--- src/rtl/keypad_scan_pkg.sv ---
// Shared types for the keypad scanner: FSM state, key code layout,
// scan result bundle and column drive helper.
package keypad_scan_pkg;

  typedef enum logic {
    RELEASED = 1'b0,
    PRESSED  = 1'b1
  } state_e;

  typedef struct packed {
    logic [1:0] cidx;
    logic [1:0] ridx;
  } key_code_t;

  typedef struct packed {
    logic      hit;
    key_code_t code;
  } scan_res_t;

  localparam logic [3:0] COL_IDLE = 4'b1111;
  localparam scan_res_t  RES_NONE = '0;

  function automatic logic [3:0] col_drive(
    input logic [1:0] sel
  );
    return COL_IDLE & ~(4'b0001 << sel);
  endfunction

endpackage

--- src/rtl/keypad_scan_sync_2ff.sv ---
// Two-flop synchronizer for asynchronous inputs.
// Resets to all-ones so idle pulled-up lines read as released.
module sync_2ff #(
  parameter int WIDTH = 4
) (
  input  logic             clk_i,
  input  logic             rst_ni,
  input  logic [WIDTH-1:0] d_i,
  output logic [WIDTH-1:0] q_o
);

  logic [WIDTH-1:0] meta_q;
  logic [WIDTH-1:0] sync_q;

  always_ff @(posedge clk_i or negedge rst_ni) begin
    if (!rst_ni) begin
      meta_q <= '1;
      sync_q <= '1;
    end else begin
      meta_q <= d_i;
      sync_q <= meta_q;
    end
  end

  assign q_o = sync_q;

endmodule

--- src/rtl/keypad_scan.sv ---
// 4x4 keypad column scanner with scan-level debounce,
// single-key classification and a one-deep key handoff.
module keypad_scan
  import keypad_scan_pkg::*;
#(
  parameter int SCAN_COUNT     = 100000,
  parameter int DEBOUNCE_SCANS = 4
) (
  input  logic       clk,
  input  logic       rst_n,
  input  logic [3:0] row,
  output logic [3:0] col,
  output logic [3:0] key_code,
  output logic       key_valid,
  input  logic       key_ack,
  output logic       key_held,
  output logic       overrun
);

  localparam int CW =
    (SCAN_COUNT > 1) ? $clog2(SCAN_COUNT) : 1;
  localparam logic [CW-1:0] LAST = CW'(SCAN_COUNT - 1);
  localparam int SW = $clog2(DEBOUNCE_SCANS + 1);
  localparam logic [SW-1:0] DEB = SW'(DEBOUNCE_SCANS);

  logic [3:0]    row_s;
  logic [CW-1:0] cnt_q;
  logic [1:0]    sel_q;
  logic [1:0]    acc_q;
  key_code_t     acc_code_q;
  scan_res_t     prev_q;
  logic [SW-1:0] stable_q;
  state_e        state_q;
  key_code_t     code_q;
  logic          valid_q;
  logic          ovr_q;

  logic          sample;
  logic          scan_end;
  logic [2:0]    col_cnt;
  logic [2:0]    tot;
  logic [1:0]    acc_d;
  key_code_t     code_d;
  scan_res_t     res_d;
  logic [SW-1:0] stable_d;
  logic          settled;
  logic          press;
  logic          release_ev;
  logic          ack_ok;

  sync_2ff #(
    .WIDTH (4)
  ) u_sync (
    .clk_i  (clk),
    .rst_ni (rst_n),
    .d_i    (row),
    .q_o    (row_s)
  );

  always_comb begin
    sample   = (cnt_q == LAST);
    scan_end = sample && (sel_q == 2'd3);
    col_cnt  = '0;
    code_d   = acc_code_q;
    for (int r = 0; r < 4; r++) begin
      if (!row_s[r]) begin
        col_cnt = col_cnt + 3'd1;
        code_d  = {sel_q, 2'(r)};
      end
    end
    tot   = {1'b0, acc_q} + col_cnt;
    // Saturate at two: only "none / one / many" matters.
    acc_d = (tot >= 3'd2) ? 2'd2 : tot[1:0];
    res_d = RES_NONE;
    if (tot == 3'd1) begin
      res_d.hit  = 1'b1;
      res_d.code = code_d;
    end
    if (res_d == prev_q) begin
      stable_d = (stable_q == DEB) ? DEB
                                   : stable_q + 1'b1;
    end else begin
      stable_d = SW'(1);
    end
    settled    = (stable_d == DEB);
    press      = scan_end && (state_q == RELEASED)
                 && res_d.hit && settled;
    release_ev = scan_end && (state_q == PRESSED)
                 && !res_d.hit && settled;
    ack_ok     = key_ack && valid_q;
  end

  always_ff @(posedge clk or negedge rst_n) begin
    if (!rst_n) begin
      cnt_q      <= '0;
      sel_q      <= '0;
      acc_q      <= '0;
      acc_code_q <= '0;
      prev_q     <= RES_NONE;
      stable_q   <= '0;
      state_q    <= RELEASED;
      code_q     <= '0;
      valid_q    <= 1'b0;
      ovr_q      <= 1'b0;
    end else begin
      if (sample) begin
        cnt_q <= '0;
        sel_q <= sel_q + 2'd1;
        if (scan_end) begin
          acc_q      <= '0;
          acc_code_q <= '0;
          prev_q     <= res_d;
          stable_q   <= stable_d;
        end else begin
          acc_q      <= acc_d;
          acc_code_q <= code_d;
        end
      end else begin
        cnt_q <= cnt_q + 1'b1;
      end

      unique case (1'b1)
        press:      state_q <= PRESSED;
        release_ev: state_q <= RELEASED;
        default:    state_q <= state_q;
      endcase

      // Pending unacked key wins; the new press is dropped.
      if (press && valid_q && !key_ack) begin
        ovr_q <= 1'b1;
      end else if (press) begin
        code_q  <= res_d.code;
        valid_q <= 1'b1;
        if (ack_ok) ovr_q <= 1'b0;
      end else if (ack_ok) begin
        valid_q <= 1'b0;
        ovr_q   <= 1'b0;
      end
    end
  end

  assign col       = col_drive(sel_q);
  assign key_code  = code_q;
  assign key_valid = valid_q;
  assign key_held  = (state_q == PRESSED);
  assign overrun   = ovr_q;

endmodule

--- config.mk ---
export PLATFORM = sky130hd
export DESIGN_NAME = keypad_scan
export DESIGN_NICKNAME = d
export VERILOG_FILES = /design/src/rtl/keypad_scan_pkg.sv /design/src/rtl/keypad_scan_sync_2ff.sv /design/src/rtl/keypad_scan.sv
export SDC_FILE = /design/constraint.sdc
export NUM_CORES = 1
export LEC_CHECK = 0
export ABC_AREA = 0
export CAP_MARGIN = 20
export CORE_MARGIN = 4
export CORE_UTILIZATION = 60
export DETAILED_ROUTE_END_ITERATION = 6
export DONT_BUFFER_PORTS = 1
export PLACE_DENSITY_LB_ADDON = 0.05
export SYNTH_ARGS = -nofsm -noshare
export SYNTH_HDL_FRONTEND = slang
export SYNTH_SLANG_ARGS = --single-unit
--- constraint.sdc ---
create_clock -name clk -period 8 [get_ports clk]
set_input_delay 0.8 -clock clk [delete_from_list [all_inputs] [get_ports clk]]
set_output_delay 0.8 -clock clk [all_outputs]
set_load 0.02 [all_outputs]
; ---- Word level (Yosys, flattened, before mapping)
; Index checks and enable logic that the tools add are counted.
; Widths: inputs -> output; s select.
[totals]
register_bits = 48
inputBits = 7
wordCells = 71
[op_classes]
n_addsub = 7
magnitude_cmp = 1
eq_ne = 6
shifts = 1
n_mux = 19
bitwise_logic = 3
reduce_logical = 18
[ops]
columns = cell, n
row1 = $mux 4, 5
row2 = $add 17x1->17 const B, 1
row3 = $eq 17x17->1 const B, 1
row4 = $mux 17, 1
row5 = $mux 3, 5
row6 = $add 3x1->3 const B, 4
row7 = $logic_and 1x1->1, 10
row8 = $eq 3x3->1 const B, 2
row9 = $reduce_and 2->1, 3
row10 = $reduce_bool 2->1, 3
row11 = $eq 5x5->1, 1
row12 = $mux 5, 1
row13 = $mux 1, 4
row14 = $mux 2, 2
row15 = $not 4->4, 1
row16 = $shl 1x2->4 const A, 1
row17 = $add 2x3->3, 1
row18 = $eq 3x1->1 const B, 1
row19 = $ge 3x2->1 const B, 1
row20 = $add 2x1->2 const B, 1
row21 = $eq 2x2->1 const B, 1
row22 = $logic_not 1->1, 2
row23 = $not 1->1, 2
row24 = $pmux 1 s2, 1

; ---- Logic depth before layout (Yosys ltp)
; Gate-level depths: netlist (run 1).
[logic_depth]
word_depth = 18
ltp_mapped = 12
depth_no_buf = 12

; ---- By module
; From an unflattened synthesis (run 1), not the netlist that was laid out.
[hier_totals]
cells_unflattened = 228
hier_area_um2 = 2446.1
[modules_own_cells]
columns = mod, n_inst, cells_per_inst, area_per_inst_um2, seq_area_each_um2
row1 = keypad_scan, 1, 220, 2235.9, 1001.0
row2 = sync_2ff, 1, 8, 210.2, 210.2

; ---- Worst setup path after synthesis (run 1)
; OpenSTA, ideal clock, no wires.
[synth_path]
path_type = flip-flop to flip-flop
from = register u_sync.sync_q[0] (netlist: u_sync.q_o[0])
to = register code_q, in the netlist key_code[2]
setup_time_ps = 125
arrival_ps = 3813
required_ps = 7875
setup_slack_ps = 4062
stages_incl_launch_ff = 12
n_path_buf = 0
synth_period_minus_slack_ps = 3938
cell_sequence = dfstp_2 inv_1 ha_1 xnor2_1 ha_1 mux2_2 fa_1 xnor3_1 nand2_1 or4_4 nor4_4 mux2_4
[synth_via]
elab_chain_len = 18
[synth_rtl]
columns = item, line
row1 = "start, declared", keypad_scan_sync_2ff.sv:13  ; logic [WIDTH-1:0] sync_q;
row2 = "start signal, assigned", keypad_scan_sync_2ff.sv:21  ; sync_q <= meta_q;
row3 = $mux 1, keypad_scan.sv:66  ; if (!row_s[r]) begin
row4 = $add 3x1->3, keypad_scan.sv:67  ; col_cnt = col_cnt + 3'd1;
row5 = $mux 3, keypad_scan.sv:66
row6 = $add 3x1->3, keypad_scan.sv:67
row7 = $mux 3, keypad_scan.sv:66
row8 = $add 3x1->3, keypad_scan.sv:67
row9 = $mux 3, keypad_scan.sv:66
row10 = $add 2x3->3, keypad_scan.sv:71  ; tot = {1'b0, acc_q} + col_cnt;
row11 = $eq 3x1->1, keypad_scan.sv:75  ; if (tot == 3'd1) begin
row12 = $mux 5 (*), keypad_scan.sv:75
row13 = $eq 5x5->1, keypad_scan.sv:79  ; if (res_d == prev_q) begin
row14 = $mux 3, keypad_scan.sv:79
row15 = $eq 3x3->1, keypad_scan.sv:85  ; settled = (stable_d == DEB);
row16 = $logic_and 1x1->1, keypad_scan.sv:87  ; && res_d.hit && settled;
row17 = $logic_and 1x1->1 (2 in series), keypad_scan.sv:129  ; if (press && valid_q && !key_ack) begin
row18 = $not 1->1 (no line), n/a
row19 = $reduce_and 2->1 (no line), n/a
row20 = "end signal, assigned", keypad_scan.sv:132  ; code_q <= res_d.code;
row21 = "end, declared", keypad_scan.sv:34  ; key_code_t code_q;
; Every way passes the cells marked *; elsewhere a longest branch is shown, timed or not.
; A chain may end at the register's enable or synchronous reset.

; ---- Final worst setup path (run 1)
; Same ends and word-level chain as after synthesis.

==> impl_results.md, run 1 <==
- R2R Path Start: u_sync.q_o[0]
- Final slew viol count: 0
- Data required, critical path: 8.19 ns
- Pre-antenna DRT Iters: 4
- Worst Path Arrival: 4.47 ns
- Stages on the worst setup path: 11
- Post-synth ARST share: 100.0%
- Max FO, Critical Path: 8
- Lkg Pwr: 1.193 nW
- Fill cells: 273
- Main flop type after synthesis: dfrtp_1
- Number of flops mapped to enable cells by yosys: 0
- Crit path buf inv count: 1
- Critical Path Most Common Cell: ha_1
- Critical path's slowest cell: or4_4
- Peak per-stage delay on the critical path: 0.59 ns
- ANT cells: 0
- Worst-path clk slew: 0.09 ns
- Clk_skew: 0.01055 ns
- Max VDD drop: 0.0001258 V
- Post-DP HPWL: 3.295 mm
- Post-layout minimum cycle time: 4.274 ns
- Count of final setup violators: 0
- Via Count: 1,655
- DP Worst Slack: 3.764 ns
- R2r endpoint: key_code[2]
- Min Hold Slack: 0.1846 ns
- Postcts setup bufs: 0
- Worst slew pin tran: 0.5365 ns
- Die area: 5162 um2
- Dpl cells: 270
- CP Launch Point: u_sync.q_o[0]
- FP Rows: 22
- Die X: 71.85 um
- Synthesized area per cell: 10.73 um2
- Starting density of the core: 64.39%
- Fin nets: 248
- 1st-iter DRT viols: 75
- Crit-path leading delay family: simple AND/OR/NAND/NOR gates
- Global-route wire length before repair: 7.838 mm
- Number of library cell types mapped by synthesis: 47
- Core area: 3799 um2
- Clock latency on the worst-skew pair: 0.30 ns
- Antenna violations before repair: 0
- WL/cell: 16.02 um
- Gr ovfl total: 0
- # clock sinks: 48
- RSZ-0062 raised after global routing: no
- I/O Buffers: 0
- Routed Antenna Nets: 0
- Post-layout util: 68.97%
- Hold Buf Count CTS: 0
- Worst setup path endpoint: key_code[2]
- Crit. End Element: flop
- CTS buffer count: 5
- Pwr/cell area: 183.8 nW/um2
- Routed wire length: 4.454 mm
- CP Launch Type: flop
- GRT Total Usage: 19.09%
- Final Cycle Share: 53.43%
- #FFs+latches synth: 48
- Cell Chain, Critical Path: inv_1 -> ha_1 -> xnor2_1 -> ha_1 -> mux2_2 -> fa_1 -> xnor3_1 -> nand2_1 -> or4_4 -> nor4_4 -> mux2_4
- Die Y: 71.85 um
- DRC viols: 0
- Netlist Area Pre-Place: 2446 um2
- P&R area growth vs syn: 7.110%
- Sequential-to-total area share from yosys stat: 49.51%
- Setup TNS Final: 0 ns
- Max-slew headroom: 63.96%
- Yosys top cell by area: dfrtp_1
- Reg2Reg Setup Slack: 3.73 ns
- Worst hold path type: input port to async pin
- R2R cell count: 11
- Crit Path Class: flop to flop
- Post-synth top area share: 40.92%
- CTS tree: yes
- H-tree Lvls: 2
- Vias/cell: 5.953
- Share of cells above drive strength 1: 10.43%
- FMAX: 0.2340 GHz
- Layout Cells excl Fill: 278
- CTS Buffer Depth: 2
- Syn Inst Count: 228
- GPL Wtd Cong: 0.8112
- Boundary Pins: 18
- Final WS setup: 3.726 ns
- Top post-synthesis cells by area: dfrtp_1 41%, dfstp_2 8.6%, ha_1 5.6%
- Outcome: complete, no violations
- CTS resizes: 0
- Post-synthesis net count: 247
- Final Hold Fails: 0
- Max_cap viols: 0
- Ys Warns: 0
- Vias in the first global route: 1,690
- Clock Root Buffer: clkbuf_8
- Largest net degree at the start of global routing: 49
## synthesized netlist by cell type (4+ instances only)
cell,count
inv_1,17
a22o_1,4
dfstp_2,8
nand4_1,5
mux2i_1,6
xnor2_1,11
nand2_1,18
dfrtp_1,40
nor3_1,4
clkbuf_1,5
a21oi_1,4
xor2_1,8
nand3_1,13
o21ai_0,12
nor2_1,17
ha_1,11
## area by class of cell
class                           count  area [um2]  area share (%)
Inverter                           18       67.56           2.579
Clock buffer                        5       68.82           2.627
Sequential cell                    48        1211           46.23
Clock inverter                      3       68.82           2.627
Tap cell                           48       60.06           2.292
Multi-Input combinational cell    156        1144           43.65
## per-stage QoR
step / cell area (um2) / total power [W]
6_report: 2620 / 0.0004817
3_5_place_dp: 2482 / 0.0002783
3_3_place_gp: 2482 / 0.0002771
4_1_cts: 2620 / 0.0004840
2_1_floorplan: 2446 / 0.0002734
5_1_grt: 2620 / 0.0004991
## cells by family (layout without fill, tap and decap cells)
kind of cell / after synthesis / in the layout / share of synthesized area (%)
compound gates: 33 / 33 / 8.799
xor+xnor: 20 / 20 / 7.724
fa+ha+maj: 12 / 12 / 6.445
buf+inv: 24 / 26 / 3.734
flops: 48 / 48 / 49.51
mux: 9 / 9 / 3.990
simple gates: 82 / 82 / 19.80
## routing by layer
| metal | part of all wire [%] | GRT usage [%] |
|---|---|---|
| met1 | 41 | 24.12 |
| met2 | 52 | 32.65 |
| met3 | 4.9 | 3.927 |
| met4 | 2.0 | 6.263 |
| met5 | 0 | 0 |
## worst register-to-register path, cell delays in order (launching register included)
cell and delay, ns:
dfstp_2 0.57, inv_1 0.05, ha_1 0.32, xnor2_1 0.26
ha_1 0.27, mux2_2 0.28, fa_1 0.40, xnor3_1 0.54
nand2_1 0.24, or4_4 0.59, nor4_4 0.33, mux2_4 0.33
## sequential cells by signal, summed over array words and instances, names as in the netlist
| signal | count |
|---|---|
| cnt_q | 17 |
| prev_q | 5 |
| acc_code_q | 4 |
| key_code | 4 |
| u_sync.meta_q | 4 |
| u_sync.q_o | 4 |
| stable_q | 3 |
| acc_q | 2 |
| sel_q | 2 |
| key_held | 1 |
| key_valid | 1 |
| overrun | 1 |
## layout by cell type (no fill, tap or decap), types with 6 or more instances in the layout
| cell type | synthesis | routed |
|---|---|---|
| nand3_1 | 13 | 13 |
| dfrtp_1 | 40 | 40 |
| inv_1 | 17 | 17 |
| xor2_1 | 8 | 8 |
| dfstp_2 | 8 | 8 |
| mux2i_1 | 6 | 6 |
| xnor2_1 | 11 | 11 |
| nor2_1 | 17 | 17 |
| ha_1 | 11 | 11 |
| nand2_1 | 18 | 18 |
| o21ai_0 | 12 | 12 |
## where the power goes
| part | switching, W | internal (W) | total (W) |
|---|---|---|---|
| Clock | 0.0000816 | 0.000126 | 0.000207 |
| Combinational | 0.0000163 | 0.00000984 | 0.0000261 |
| Sequential | 0.00000191 | 0.000246 | 0.000248 |
## worst min-delay path by stage
| stage | from | to | slack [ns] | cells after the start |
|---|---|---|---|---|
| after floorplan | u_sync.meta_q[0] | u_sync.q_o[0] | 0.35 | 0 |
| after global placement | u_sync.meta_q[2] | u_sync.q_o[2] | 0.35 | 0 |
| after detailed placement | u_sync.meta_q[2] | u_sync.q_o[2] | 0.35 | 0 |
| after CTS | rst_n | prev_q[3] | 0.18 | 0 |
| after global routing | rst_n | key_code[1] | 0.17 | 0 |
| final | rst_n | key_code[1] | 0.18 | 0 |
Power figures use the tool's default switching activity.
==> inputs of run 2 (changes only) <==
Clock period 8 ns to 4.2 ns, I/O delays scaled along.
==> run 2 against run 1 <==
Via count increased by 5.1%. Routed wire length increased by 5.8%. Core utilization increased by 0.76 points. Sequential power increased by 91%. Sequential cell count unchanged. Sequential share of layout area decreased by 0.50 points. Design area increased by 1.1%. Combinational power increased to 2.8 times the previous value. Power increased by 71%. Clock skew decreased by 0.0031 ns. Critical endpoint is now key_code[1]. Largest cell class unchanged. Highest routed layer unchanged.
==> impl_results.md, run 2 (synthesis results as in run 1) <==
- GRT Total Usage: 19.74%
- # clock sinks: 48
- Gr ovfl total: 0
- Critical Path Most Common Cell: ha_1
- Wl on met1: 1.945 mm
- Cell Chain, Critical Path: inv_1 -> ha_1 -> xnor2_2 -> ha_1 -> mux2_2 -> fa_1 -> xnor3_1 -> nand2_1 -> or4_4 -> nor4_4 -> buf_4 -> mux2i_1
- R2r endpoint: key_code[1]
- Die Y: 71.85 um
- Via Count: 1,739
- CP Launch Point: u_sync.q_o[0]
- Fin nets: 254
- Final slew viol count: 0
- 1st-iter DRT viols: 119
- Wire length on met3: 227 um
- Crit. End Element: flop
- Layout Cells excl Fill: 284
- Final total power: 0.0008230 W
- DRC viols: 0
- Post-layout minimum cycle time: 3.994 ns
- CTS tree: yes
- Area occupied by multi-input gates: 1151 um2
- Routed Antenna Nets: 0
- Biggest register: cnt_q
- Stages on the worst setup path: 12
- Max VDD drop: 0.0002273 V
- Worst-path clk slew: 0.09 ns
- Crit path buf inv count: 2
- Pre-antenna DRT Iters: 4
- Worst hold path type: input port to flop
- WL/cell: 16.60 um
- Largest net degree at the start of global routing: 49
- Crit Path Class: flop to flop
- Die area: 5162 um2
- Hold Startpoint: row[0]
- Setup TNS Final: 0 ns
- Core area: 3799 um2
- Lkg Pwr: 1.215 nW
- Final Cycle Share: 95.10%
- Dpl cell area: 2512 um2
- Clock Root Buffer: clkbuf_8
- Max_cap viols: 0
- CTS Buffer Depth: 2
- Peak per-stage delay on the critical path: 0.59 ns
- R2R cell count: 12
- Area occupied by registers: 1211 um2
- P&R area growth vs syn: 8.286%
- R2R Path Start: u_sync.q_o[0]
- Share of cells above drive strength 1: 12.71%
- Vias in the first global route: 1,745
- Starting density of the core: 64.39%
- Final Cell Area: 2649 um2
- CP Launch Type: flop
- Dpl cells: 274
- Data required, critical path: 4.42 ns
- Worst setup path endpoint: key_code[1]
- ANT cells: 0
- Largest regs: cnt_q x17, prev_q x5
- Postcts setup bufs: 0
- GPL Wtd Cong: 0.8240
- Most frequent cells in the layout: 40 x dfrtp_1, 18 x nand2_1, 17 x inv_1, 17 x nor2_1, 13 x nand3_1
- Pwr/cell area: 310.7 nW/um2
- Global-route wire length before repair: 7.907 mm
- Worst slew pin tran: 0.5062 ns
- H-tree Lvls: 2
- Vias/cell: 6.123
- Post-DP HPWL: 3.308 mm
- Boundary Pins: 18
- CTS buffer count: 5
- FP Rows: 22
- Routed length on met2: 2.447 mm
- Routed wire length: 4.714 mm
- RSZ-0062 raised after global routing: no
- FMAX: 0.2504 GHz
- Critical path's slowest cell: or4_4
- Crit-path leading delay family: adder cells
- Max reg flops: 17
- Worst Path Arrival: 4.21 ns
- Max FO, Critical Path: 8
- Top sig layer: met4
- Final Hold Fails: 0
- Commonest non-fill, non-tap cell in the layout: dfrtp_1
- Clk_skew: 0.007472 ns
- I/O Buffers: 0
- Reg2Reg Setup Slack: 0.21 ns
- Antenna violations before repair: 0
- Fill cells: 300
- Outcome: complete, no violations
- Clock latency on the worst-skew pair: 0.30 ns
- Max-slew headroom: 66.26%
- Die X: 71.85 um
- Count of final setup violators: 0
run 2: cell types whose count changed in the layout (fill, tap and decap cells not counted):
| cell | previous run | this run |
|---|---|---|
| buf_4 | 0 | 4 |
| bufinv_16 | 2 | 0 |
| buf_16 | 0 | 1 |
| clkinv_2 | 0 | 1 |
| clkinv_4 | 0 | 1 |
| dlygate4sd3_1 | 0 | 1 |
| xnor2_1 | 11 | 10 |
| xnor2_2 | 0 | 1 |
run 2: worst min path at each step:
| stage | cells after the start | endpoint | slack (ns) |
|---|---|---|---|
| 4_1_cts | 0 | u_sync.meta_q[3] | 0.1 |
| 5_1_grt | 0 | u_sync.meta_q[2] | 0.08 |
| 6_report | 0 | u_sync.meta_q[0] | 0.11 |
| 3_5_place_dp | 0 | prev_q[0] | 0.13 |
| 3_3_place_gp | 0 | key_code[1] | 0.13 |
| 2_1_floorplan | 0 | acc_code_q[0] | 0.12 |
run 2: per-stage QoR:
step           util [%]  hold slack, ns  worst slack (ns)
6_report          69.73          0.1110            0.2058
5_1_grt           69.73         0.07960           0.04313
4_1_cts           69.53         0.09579            0.1627
3_5_place_dp      66.14          0.1258            0.2113
3_3_place_gp      66.14          0.1255            0.3865
2_1_floorplan         -          0.1244            0.2618
run 2: layer usage:
layer / vias to the layer above / GRT usage (%)
met1: 876 / 23.03
met4: 0 / 8.142
li1: 807 / -
met3: 11 / 5.049
met2: 45 / 34.39
met5: - / 0
run 2: layout make-up:
cell class,count,share of cell area (%)
Sequential cell,48,45.73
Multi-Input combinational cell,156,43.46
Clock buffer,5,2.598
Timing Repair Buffer,6,2.551
Inverter,18,2.551
Tap cell,48,2.267
Clock inverter,3,0.8503
run 2: where the power goes:
group / switching, W / internal, W / total [W] / leakage, nW
Clock: 0.000157 / 0.000119 / 0.000276 / 0.0485
Sequential: 0.00000402 / 0.000469 / 0.000473 / 0.613
Combinational: 0.0000436 / 0.0000301 / 0.0000737 / 0.554
Total: 0.000205 / 0.000618 / 0.000823 / 1.22
run 2: what timing repair did:
item | in CTS | in global routing
gates resized for setup | 0 | 1
endpoints found under the setup margin | 0 | 1
hold buffers | 2 | 0
endpoints found under the hold margin | 48 | 0
==> inputs of run 3 (changes only) <==
Settings changed: CORE_UTILIZATION 60 to 56.
Clock period 4.2 ns to 3.3 ns, I/O delays scaled along.
==> run 3 against run 2 <==
The run now ends with negative setup slack left. First-iteration DRC count fell by 24%. Final cell count rose by 6.3%. Power rose by 41%. Register-to-register slack got worse by 0.38 ns. Count of clock-buffer cells in the layout rose by 1. Setup slack got worse by 0.38 ns. Hold slack got worse by 0.090 ns. Critical endpoint is now key_code[3]. Largest power group unchanged. Highest routed layer unchanged.
==> impl_results.md, run 3 (synthesis results as in run 1) <==
- R2R Path Start: u_sync.q_o[0]
- Outcome: complete, but fails checks
- Boundary Pins: 18
- Pre-antenna DRT Iters: 4
- P&R area growth vs syn: 16.42%
- CP Launch Point: u_sync.q_o[0]
- Switching pwr: 0.0002606 W
- Comb power frac: 12.3%
- Final slew viol count: 0
- Worst slew pin tran: 0.4839 ns
- Failing checks: negative setup slack
- GPL Wtd Cong: 0.7904
- Data required, critical path: 3.53 ns
- Final Hold Fails: 0
- Crit Path Class: flop to flop
- RSZ-0062 raised after global routing: yes
- Max FO, Critical Path: 5
- Post-DP HPWL: 3.442 mm
- Final total power: 0.001158 W
- Worst hold path type: input port to flop
- Largest regs: cnt_q x17, prev_q x5
- CTS Buffer Depth: 2
- Crit. End Element: flop
- Vias/cell: 5.768
- # clock sinks: 48
- 1st-iter DRT viols: 90
- CP Launch Type: flop
- Routed Antenna Nets: 0
- Setup TNS Final: -0.6634 ns
- Biggest register: cnt_q
- Largest net degree at the start of global routing: 49
- Gr ovfl total: 0
- Reg2Reg Setup Slack: -0.17 ns
- Vias in the first global route: 1,871
- Clock Root Buffer: clkbuf_8
- Global-route wire length before repair: 8.342 mm
- Max-slew headroom: 67.74%
- CTS tree: yes
- Lkg Pwr: 1.303 nW
- ANT cells: 0
- H-tree Lvls: 2
- Via Count: 1,742
- Max reg flops: 17
- Clock power frac: 35.8%
- Worst Path Arrival: 3.70 ns
- Commonest non-fill, non-tap cell in the layout: dfrtp_1
- Die Y: 74.09 um
- Fin nets: 270
- R2r endpoint: key_code[3]
- FP Rows: 23
- Pwr/cell area: 406.7 nW/um2
- Clock latency on the worst-skew pair: 0.30 ns
- Worst setup path endpoint: key_code[3]
- Die X: 74.09 um
- Clk_skew: 0.007089 ns
- CTS buffer count: 5
- Final Cycle Share: 105.3%
- FMAX: 0.2878 GHz
- Max VDD drop: 0.0002735 V
- Share of cells above drive strength 1: 21.43%
- Sw Ratio: 22.50%
- I/O Buffers: 0
- Max_cap viols: 0
- Antenna violations before repair: 0
- Final WS setup: -0.1748 ns
- Flop pwr share: 51.9%
- Die area: 5489 um2
- Hold Startpoint: row[1]
- DRC viols: 0
- Post-layout minimum cycle time: 3.475 ns
- Worst-path clk slew: 0.09 ns
- Internal: 0.0008975 W
- Count of final setup violators: 5
- Post-layout util: 69.20%
- GRT Total Usage: 19.83%
- Most frequent cells in the layout: 40 x dfrtp_1, 19 x buf_4, 17 x nand2_1, 17 x nor2_1, 15 x inv_1
- WL/cell: 15.95 um
- R2R cell count: 12
- Starting density of the core: 59.44%
- Core area: 4115 um2
- Routed wire length: 4.818 mm
==> run 3: through the flow <==
step	std cells	cell area, um2	hold slack, ns	worst slack [ns]
global placement	288	2641	0.03548	-0.1210
finish	302	2848	0.02114	-0.1748
detailed placement	288	2641	0.03551	-0.2015
floorplan	228	2482	0.03441	-0.2980
CTS	300	2811	0.009059	-0.1439
global route	302	2848	0.004345	-0.2793
==> run 3: cell type report <==
type | count | area [um2]
Tap cell | 50 | 62.56
Sequential cell | 48 | 1211
Clock buffer | 6 | 72.57
Timing Repair Buffer | 22 | 191.4
Fill cell | 282 | 1267
Clock inverter | 2 | 35.03
Inverter | 18 | 67.56
Multi-Input combinational cell | 156 | 1207
==> run 3: per-layer routing <==
metal | vias up | routed length (um) | track usage, %
met4 | 0 | 89 | 7.042
met2 | 37 | 2483 | 36.22
li1 | 838 | - | -
met1 | 857 | 2068 | 22.91
met3 | 10 | 177 | 4.054
met5 | - | 0 | 0
==> run 3: repair_timing <==
action | in CTS | in global routing
gates cloned | 0 | 0
hold endpoints to repair | 48 | 0
pin swaps | 2 | 2
setup endpoints to repair | 9 | 10
hold buffers | 2 | 0
setup buffers | 2 | 2
resized for setup | 2 | 6
==> run 3: how the worst min path moves through the flow <==
stage / cells after the start / slack [ns] / to
after global placement: 0 / 0.04 / acc_q[1]
final: 0 / 0.02 / u_sync.meta_q[1]
after global routing: 0 / 0.004 / u_sync.meta_q[1]
after detailed placement: 0 / 0.04 / acc_q[1]
after floorplan: 0 / 0.03 / acc_code_q[0]
after CTS: 0 / 0.009 / u_sync.meta_q[1]
==> run 3: power groups by stage <==
stage	logic (W)	clock network, W	registers [W]
finish	0.000143	0.000414	0.000601
detailed placement	0.000109	0	0.000612
global placement	0.000105	0	0.000612
CTS	0.000131	0.000425	0.000601
global route	0.000156	0.000446	0.000602
floorplan	0.0000643	0	0.000611
==> run 3: worst max-delay path, stage by stage (launching register included) <==
cell and delay (ns):
dfstp_2 0.54, inv_2 0.04, ha_4 0.25, xnor2_4 0.12, ha_1 0.27, mux2_4 0.27, fa_2 0.33, xnor3_2 0.29
nand2_4 0.08, or4_4 0.49, nor4_4 0.31, buf_4 0.19, mux2i_2 0.20
